### src/rtl/hazard_controller.sv
// Hazard controller for the 5-stage RISC-V pipeline.
// Combines load-use, multi-cycle EX, data-memory wait, taken-branch and trap
// sources into per-stage stall/flush controls and a fetch redirect.
module hazard_controller #(
    parameter int TRAP_SETTLE = 2,
    parameter int CNT_W       = 32
) (
    input  logic             clk,
    input  logic             rst_n,
    input  logic             id_valid,
    input  logic [4:0]       id_rs1,
    input  logic [4:0]       id_rs2,
    input  logic             id_use_rs1,
    input  logic             id_use_rs2,
    input  logic             ex_valid,
    input  logic             ex_is_load,
    input  logic [4:0]       ex_rd,
    input  logic             ex_busy,
    input  logic             ex_br_taken,
    input  logic [63:0]      ex_br_target,
    input  logic             mem_req,
    input  logic             mem_ready,
    input  logic             mem_trap,
    input  logic [63:0]      mem_trap_target,
    output logic             stall_if,
    output logic             stall_id,
    output logic             stall_ex,
    output logic             stall_mem,
    output logic             flush_id,
    output logic             flush_ex,
    output logic             flush_mem,
    output logic             redirect_valid,
    output logic [63:0]      redirect_pc,
    output logic [CNT_W-1:0] stall_cycles
);

    // Settle counter wide enough to hold TRAP_SETTLE (at least one bit when it is 0).
    localparam int SET_W = $clog2(TRAP_SETTLE + 2);
    localparam logic [SET_W-1:0] SETTLE_INIT = SET_W'(TRAP_SETTLE);

    typedef enum logic [1:0] {
        S_RUN,
        S_MEM_WAIT,
        S_TRAP_SETTLE
    } state_t;

    state_t             r_state;
    state_t             w_state_next;
    logic [SET_W-1:0]   r_settle_cnt;
    logic [SET_W-1:0]   w_settle_cnt_next;
    logic [CNT_W-1:0]   r_stall_cnt;
    logic [63:0]        r_redir_pc;
    logic               r_lu_done;

    logic               w_trap;
    logic               w_mem_wait;
    logic               w_branch;
    logic               w_load_use;
    logic               w_lu_fire;
    logic               w_stall_if;
    logic               w_stall_id;
    logic               w_stall_ex;
    logic               w_stall_mem;
    logic               w_flush_id;
    logic               w_flush_ex;
    logic               w_flush_mem;
    logic               w_redir;
    logic [63:0]        w_redir_pc;

    // A trap waits for its own memory access to complete before it is taken.
    assign w_mem_wait = mem_req & ~mem_ready;
    assign w_trap     = mem_trap & ~w_mem_wait;
    assign w_branch   = ex_valid & ex_br_taken;
    // r_lu_done limits a load-use bubble to a single cycle for a given pair.
    assign w_load_use = ex_valid & ex_is_load & (ex_rd != 5'd0) & id_valid & ~r_lu_done &
                        ((id_use_rs1 & (id_rs1 == ex_rd)) | (id_use_rs2 & (id_rs2 == ex_rd)));

    // Next-state and per-cycle pipeline controls, everything forced to 0 while in reset.
    always_comb begin
        w_state_next      = r_state;
        w_settle_cnt_next = r_settle_cnt;
        w_lu_fire         = 1'b0;
        w_stall_if        = 1'b0;
        w_stall_id        = 1'b0;
        w_stall_ex        = 1'b0;
        w_stall_mem       = 1'b0;
        w_flush_id        = 1'b0;
        w_flush_ex        = 1'b0;
        w_flush_mem       = 1'b0;
        w_redir           = 1'b0;
        w_redir_pc        = mem_trap_target;
        if (rst_n) begin
            if (r_state == S_TRAP_SETTLE && !w_trap) begin
                // Fetch held while mtvec/mepc settle; nothing fetched may enter ID.
                w_stall_if = 1'b1;
                w_flush_id = 1'b1;
                if (r_settle_cnt != '0) begin
                    w_settle_cnt_next = r_settle_cnt - 1'b1;
                end
                if (r_settle_cnt <= SET_W'(1)) begin
                    w_state_next = S_RUN;
                end
            end else if (w_trap) begin
                w_flush_id        = 1'b1;
                w_flush_ex        = 1'b1;
                w_flush_mem       = 1'b1;
                w_redir           = 1'b1;
                w_redir_pc        = mem_trap_target;
                w_settle_cnt_next = SETTLE_INIT;
                w_state_next      = (TRAP_SETTLE == 0) ? S_RUN : S_TRAP_SETTLE;
            end else if (w_mem_wait) begin
                w_stall_if   = 1'b1;
                w_stall_id   = 1'b1;
                w_stall_ex   = 1'b1;
                w_stall_mem  = 1'b1;
                w_state_next = S_MEM_WAIT;
            end else begin
                w_state_next = S_RUN;
                if (ex_busy) begin
                    w_stall_if  = 1'b1;
                    w_stall_id  = 1'b1;
                    w_stall_ex  = 1'b1;
                    w_flush_mem = 1'b1;
                end else if (w_branch) begin
                    // The ID instruction is on the wrong path, so a branch beats load-use.
                    w_flush_id = 1'b1;
                    w_flush_ex = 1'b1;
                    w_redir    = 1'b1;
                    w_redir_pc = ex_br_target;
                end else if (w_load_use) begin
                    w_stall_if = 1'b1;
                    w_stall_id = 1'b1;
                    w_flush_ex = 1'b1;
                    w_lu_fire  = 1'b1;
                end
            end
        end
    end

    // State, settle counter, load-use marker and last redirect target.
    always_ff @(posedge clk or negedge rst_n) begin
        if (!rst_n) begin
            r_state      <= S_RUN;
            r_settle_cnt <= '0;
            r_lu_done    <= 1'b0;
            r_redir_pc   <= '0;
        end else begin
            r_state      <= w_state_next;
            r_settle_cnt <= w_settle_cnt_next;
            r_lu_done    <= w_lu_fire;
            if (w_redir) begin
                r_redir_pc <= w_redir_pc;
            end
        end
    end

    // Saturating count of cycles in which fetch was stalled.
    always_ff @(posedge clk or negedge rst_n) begin
        if (!rst_n) begin
            r_stall_cnt <= '0;
        end else if (w_stall_if && (r_stall_cnt != '1)) begin
            r_stall_cnt <= r_stall_cnt + 1'b1;
        end
    end

    assign stall_if       = w_stall_if;
    assign stall_id       = w_stall_id;
    assign stall_ex       = w_stall_ex;
    assign stall_mem      = w_stall_mem;
    assign flush_id       = w_flush_id;
    assign flush_ex       = w_flush_ex;
    assign flush_mem      = w_flush_mem;
    assign redirect_valid = w_redir;
    assign redirect_pc    = w_redir ? w_redir_pc : r_redir_pc;
    assign stall_cycles   = r_stall_cnt;

endmodule

### config.mk
export PLATFORM = sky130hd
export DESIGN_NAME = hazard_controller
export DESIGN_NICKNAME = d
export VERILOG_FILES = /design/src/rtl/hazard_controller.sv
export SDC_FILE = /design/constraint.sdc
export NUM_CORES = 1
export LEC_CHECK = 0
export CORE_MARGIN = 3
export CORE_UTILIZATION = 40
export DETAILED_ROUTE_END_ITERATION = 12
export PLACE_DENSITY = 0.81
export SYNTH_ARGS = -nofsm -noshare
export SYNTH_HDL_FRONTEND = slang
export SYNTH_SLANG_ARGS = --single-unit
### constraint.sdc
create_clock -name clk -period 2.8 [get_ports clk]
set_input_delay 0.7 -clock clk [delete_from_list [all_inputs] [get_ports clk]]
set_output_delay 0.7 -clock clk [all_outputs]
set_load 0.005 [all_outputs]
**Word-level counts from Yosys, hierarchy flattened**

Cells that the tools add are included.

- Add/subtract/negate cells: 2
- Order comparisons: 1
- Eq/ne operators: 6
- Mux-type cells: 55
- Bitwise operators: 14
- Reductions and logical operators: 8

Operator list:

| operator | count |
|---|---|
| $mux 64 | 7 |
| $mux 1 | 42 |
| $add 32x1->32 const B | 1 |
| $ne 32x32->1 const B | 1 |
| $mux 2 | 6 |
| $and 1x1->1 | 10 |
| $eq 5x5->1 | 2 |
| $reduce_bool 5->1 | 1 |
| $ne 2x1->1 const B | 2 |
| $reduce_bool 2->1 | 2 |
| $not 1->1 | 3 |
| $reduce_and 3->1 | 1 |
| $eq 2x2->1 const B | 1 |
| $le 2x1->1 const B | 1 |
| $logic_and 1x1->1 | 2 |
| $reduce_and 2->1 | 1 |
| $sub 2x1->2 const B | 1 |
| $logic_not 1->1 | 1 |
| $or 1x1->1 | 1 |

- Register bits: 101
- Output and inout bits: 104
- Logic and storage cells: 91

**Depth between registers and ports, before layout**

- Word-level depth: 13
- Gate-level depth with buffers: 8
- Gate-level depth less buffers: 7

**Least setup slack after synthesis**

Ideal clock, no wire load.

- Path type: input -> output
- From: in mem_ready
- To: out redirect_pc[44]
- Data arrival time: 1.993 ns
- Data required time: 2.100 ns
- Setup slack: 0.107 ns
- Stages: 7
- Buffers on the path: 2
- Cell sequence: nand2b_4 and2_1 o21ai_1 nor2_1 buf_2 buf_2 a21oi_1

- Longest elaborated chain between the ends: 9

RTL lines:

| what | RTL line | RTL |
|---|---|---|
| start, declared | 22 | `input logic mem_ready,` |
| $not 1->1 * | 71 | `assign w_mem_wait = mem_req & ~mem_ready;` |
| $and 1x1->1 * | 71 |  |
| $not 1->1 | 72 | `assign w_trap = mem_trap & ~w_mem_wait;` |
| $and 1x1->1 | 72 |  |
| $logic_not 1->1 | 93 | `if (r_state == S_TRAP_SETTLE && !w_trap) begin` |
| $logic_and 1x1->1 | 93 |  |
| $mux 64 or $mux 1 (tied branches) | 93 |  |
| $mux 64 or $mux 1 (tied branches) | 92 | `if (rst_n) begin` |
| $mux 64 * | -- |  |
| end, declared | 33 | `output logic [63:0] redirect_pc,` |

Mark *: on every way between the ends. The rest lies on a longest branch, timed or not.

**Final worst setup path**

- From: in mem_ready
- To: out redirect_pc[57]

The elaborated chain is that of the path after synthesis.

==> results.py <==
metrics = {
    "cells_and_area": {
        "antenna_cells": 0,
        "drive_above_1_share_pct": 35.4,
        "syn_to_final_growth_pct": 84.7,
        "design_area_um2": 9300,
        "final_core_utilization_pct": 76.5,
        "nFillCells": 763,
        "nets": 1009,
    },
    "pwr": {
        "power.density_nw_per_um2": 623,
        "leakagePower_nw": 4.24,
        "ir_worst_vdd_mv": 0.430,
    },
    "floorplan": {
        "fp.dieH_um": 118,
        "die_w_um": 118,
        "start_util_pct": 41.4,
        "die_area_um2": 14000,
        "io-pin-count": 259,
        "core_um2": 12200,
        "num_rows": 40,
    },
    "global_route": {
        "track_usage_pct": 26.6,
        "grt_pass1_wl_mm": 29.8,
        "grt_antenna_before_repair": 0,
        "overflow": 0,
        "grt_max_degree": 83,
        "grt_pass1_vias": 5478,
    },
    "yosys": {
        "yosysTopAreaCellShare_pct": 50.2,
        "synth_fa_ha_area_share_pct": 0.745,
        "async_flop_share_pct": 100,
        "ys_warn_count": 0,
        "ys_seq_elements": 101,
        "synth_flop_cell": "dfrtp_1",
        "synth-simple-area-share_pct": 16.4,
        "synth_compound_area_share_pct": 9.02,
        "yosys.area.top_type": "dfrtp_1",
        "syn-num-nets": 652,
        "synth_top_family_by_area": "simple AND/OR/NAND/NOR gates",
        "synth_edf_count": 0,
        "seq_area_frac_synth_pct": 50.2,
        "yosys-top-cells-area": "dfrtp_1 50%, mux2i_1 13%, a21oi_1 6.9%",
        "ys_types": 46,
        "synth_xor_area_share_pct": 7.13,
        "netlist_area_um2": 5040,
        "synth_area_per_cell_um2": 10.2,
        "yosysMostFrequentCell": "dfrtp_1",
        "synth.area.mux_share_pct": 12.9,
        "syn_inst": 494,
        "netlist_top_cells_count": "101 x dfrtp_1, 85 x nor2_1, 69 x a21oi_1, 64 x mux2i_1, 23 x xor2_1",
    },
    "critical_path": {
        "worstSetupStartpoint": "mem_ready",
        "end_kind": "output port",
        "crit_arrival_ns": 2.35,
        "cp_max_fo": 4,
        "crit_slowest_cell": "and4_4",
        "rr_startpoint": "stall_cycles[0]",
        "r2r_slack_ns": 0.63,
        "crit_path_start_kind": "input pin",
        "crit_required_ns": 2.10,
        "crit_chain": "buf_6 > nand2b_4 > and2b_2 > and4_4 > nand3_4 > buf_8 > buf_12 > buf_6 > buf_6 > mux2i_1 > a21oi_1 > buf_2",
        "cpMostUsedCell": "buf_6",
        "r2r_cells": 7,
        "rr_endpoint": "stall_cycles[29]",
        "worstSetupPathType": "in -> out",
        "slowest_delay_ns": 0.23,
    },
    "drt": {
        "drt-initial-drc-count": 293,
        "drt_first_pass_iters": 5,
        "ant_nets": 0,
        "viasPerCell": 5.18,
        "wirelength_mm": 19.9,
        "vias": 5309,
        "drc_errors": 0,
        "routedWlPerCell_um": 19.4,
    },
    "timing": {
        "skew_ns": 0.00668,
        "worst_slack_ns": -0.249,
        "maxSlewViolCount": 0,
        "rsz0062_at_grt": "yes",
        "finalCriticalPeriod_ns": 3.05,
        "hold_violations": 0,
        "timing.fmax_mhz": 328,
        "tightest_slew_ns": 1.05,
        "timing.final.crit_share_pct": 109,
        "finalSetupViolCount": 64,
        "slew_headroom_pct": 30.1,
    },
    "min_path": {
        "hold_class": "in -> async",
    },
    "place": {
        "dp_hpwl_mm": 12.7,
        "io_buffers": 258,
        "place_area_um2": 8150,
        "place.gp.congestion": 0.912,
    },
    "clock_network": {
        "clk_pin_slew_ns": 0.07,
        "insertion_delay_ns": 0.34,
        "cts_tree": "yes",
        "numCtsBuffers": 9,
        "cts_buffer_depth": 2,
        "cts.sinks": 101,
        "clock-root-buffer": "clkbuf_16",
        "htree_levels": 3,
    },
    "outcome": {
        "violations": "setup timing",
        "outcome": "finished, violations left",
    },
    "flow_run": {
        "drv_cap": 0,
    },
}
## area by class of cell
class / count / area [um2] / area share (%)
repair buffers: 372 / 3390 / 36.4
clock buffers: 10 / 239 / 2.57
inverters: 7 / 26.3 / 0.282
multi-input cells: 360 / 2850 / 30.7
flip-flops and latches: 101 / 2530 / 27.2
well taps: 168 / 210 / 2.26
clock inverters: 6 / 62.6 / 0.672
## worst max-delay path by stage
stage                      end  slack [ns]  depth (start not counted)
2_1_floorplan  redirect_pc[44]        0.11                          7
3_3_place_gp   redirect_pc[54]       -0.89                         10
3_5_place_dp   redirect_pc[60]       -0.99                         10
4_1_cts        redirect_pc[63]       -0.44                         12
5_1_grt        redirect_pc[57]       -0.34                         12
6_report       redirect_pc[57]       -0.25                         12
## metrics by stage
stage          std cells  setup slack, ns  power (mW)  hold WS (ns)  setup TNS, ns
2_1_floorplan        494            0.107        2.76         0.404              0
3_3_place_gp         946           -0.894        4.19         0.473         -55.17
3_5_place_dp         946           -0.985        4.27         0.483         -59.87
4_1_cts             1015           -0.445        5.60         0.369          -8.35
5_1_grt             1024           -0.342        6.08         0.384         -12.91
6_report            1024           -0.249        5.79         0.374          -8.45
## layout by cell type, fill, tap and decap left out, types with 5 or more instances in the layout
cell type / instances
nor3_1: 13
dfrtp_1: 101
dlymetal6s2s_1: 5
clkbuf_16: 9
mux2i_1: 38
nand3_1: 16
nand2_1: 16
buf_2: 58
inv_1: 6
clkdlybuf4s50_1: 164
xnor2_1: 17
clkbuf_2: 5
buf_12: 8
a21oi_1: 21
a21oi_4: 9
nand4_1: 12
mux2i_2: 15
xor2_1: 23
nor2_1: 82
mux2i_4: 11
buf_6: 20
buf_4: 84
a21oi_2: 39
dlygate4sd2_1: 16
## where the power goes
group          switching, mW  internal, mW
clock network          0.557         0.714
logic                   1.11          1.33
registers              0.225          1.86
total                   1.89          3.90
## worst max-delay path: cells and delay by family
| family | cells | cell delay, ns |
|---|---|---|
| AOI/OAI and AO/OA | 1 | 0.18 |
| muxes | 1 | 0.10 |
| buffers and inverters | 6 | 0.70 |
| and+or+nand+nor | 4 | 0.67 |
## per-layer routing
metal	wire length (um)	track usage [%]	vias to the layer above
met4	472	9.16	0
met5	0	0	-
li1	-	-	2435
met2	10700	48.0	222
met3	1260	5.89	40
met1	7490	31.2	2612
## flip-flops by register name (all words and copies together) (netlist names)
register      flops
r_lu_done         1
r_redir_pc       64
stall_cycles     32
r_state           2
r_settle_cnt      2
## what timing repair did
item,4_1_cts,5_1_grt
hold buffers,0,0
buffers inserted,47,18
pin swaps,49,32
gates cloned,6,0
hold endpoints to repair,0,0
setup endpoints to repair,72,68
resized for setup,369,83
## logic make-up (layout without fill, tap and decap cells)
| group | count (synthesis) | after routing |
|---|---|---|
| fa+ha+maj | 3 | 3 |
| simple gates | 168 | 168 |
| xor+xnor | 41 | 41 |
| buf+inv | 33 | 395 |
| mux | 65 | 65 |
| compound gates | 83 | 83 |
| flops | 101 | 101 |
(Power assumes the default switching activity.)
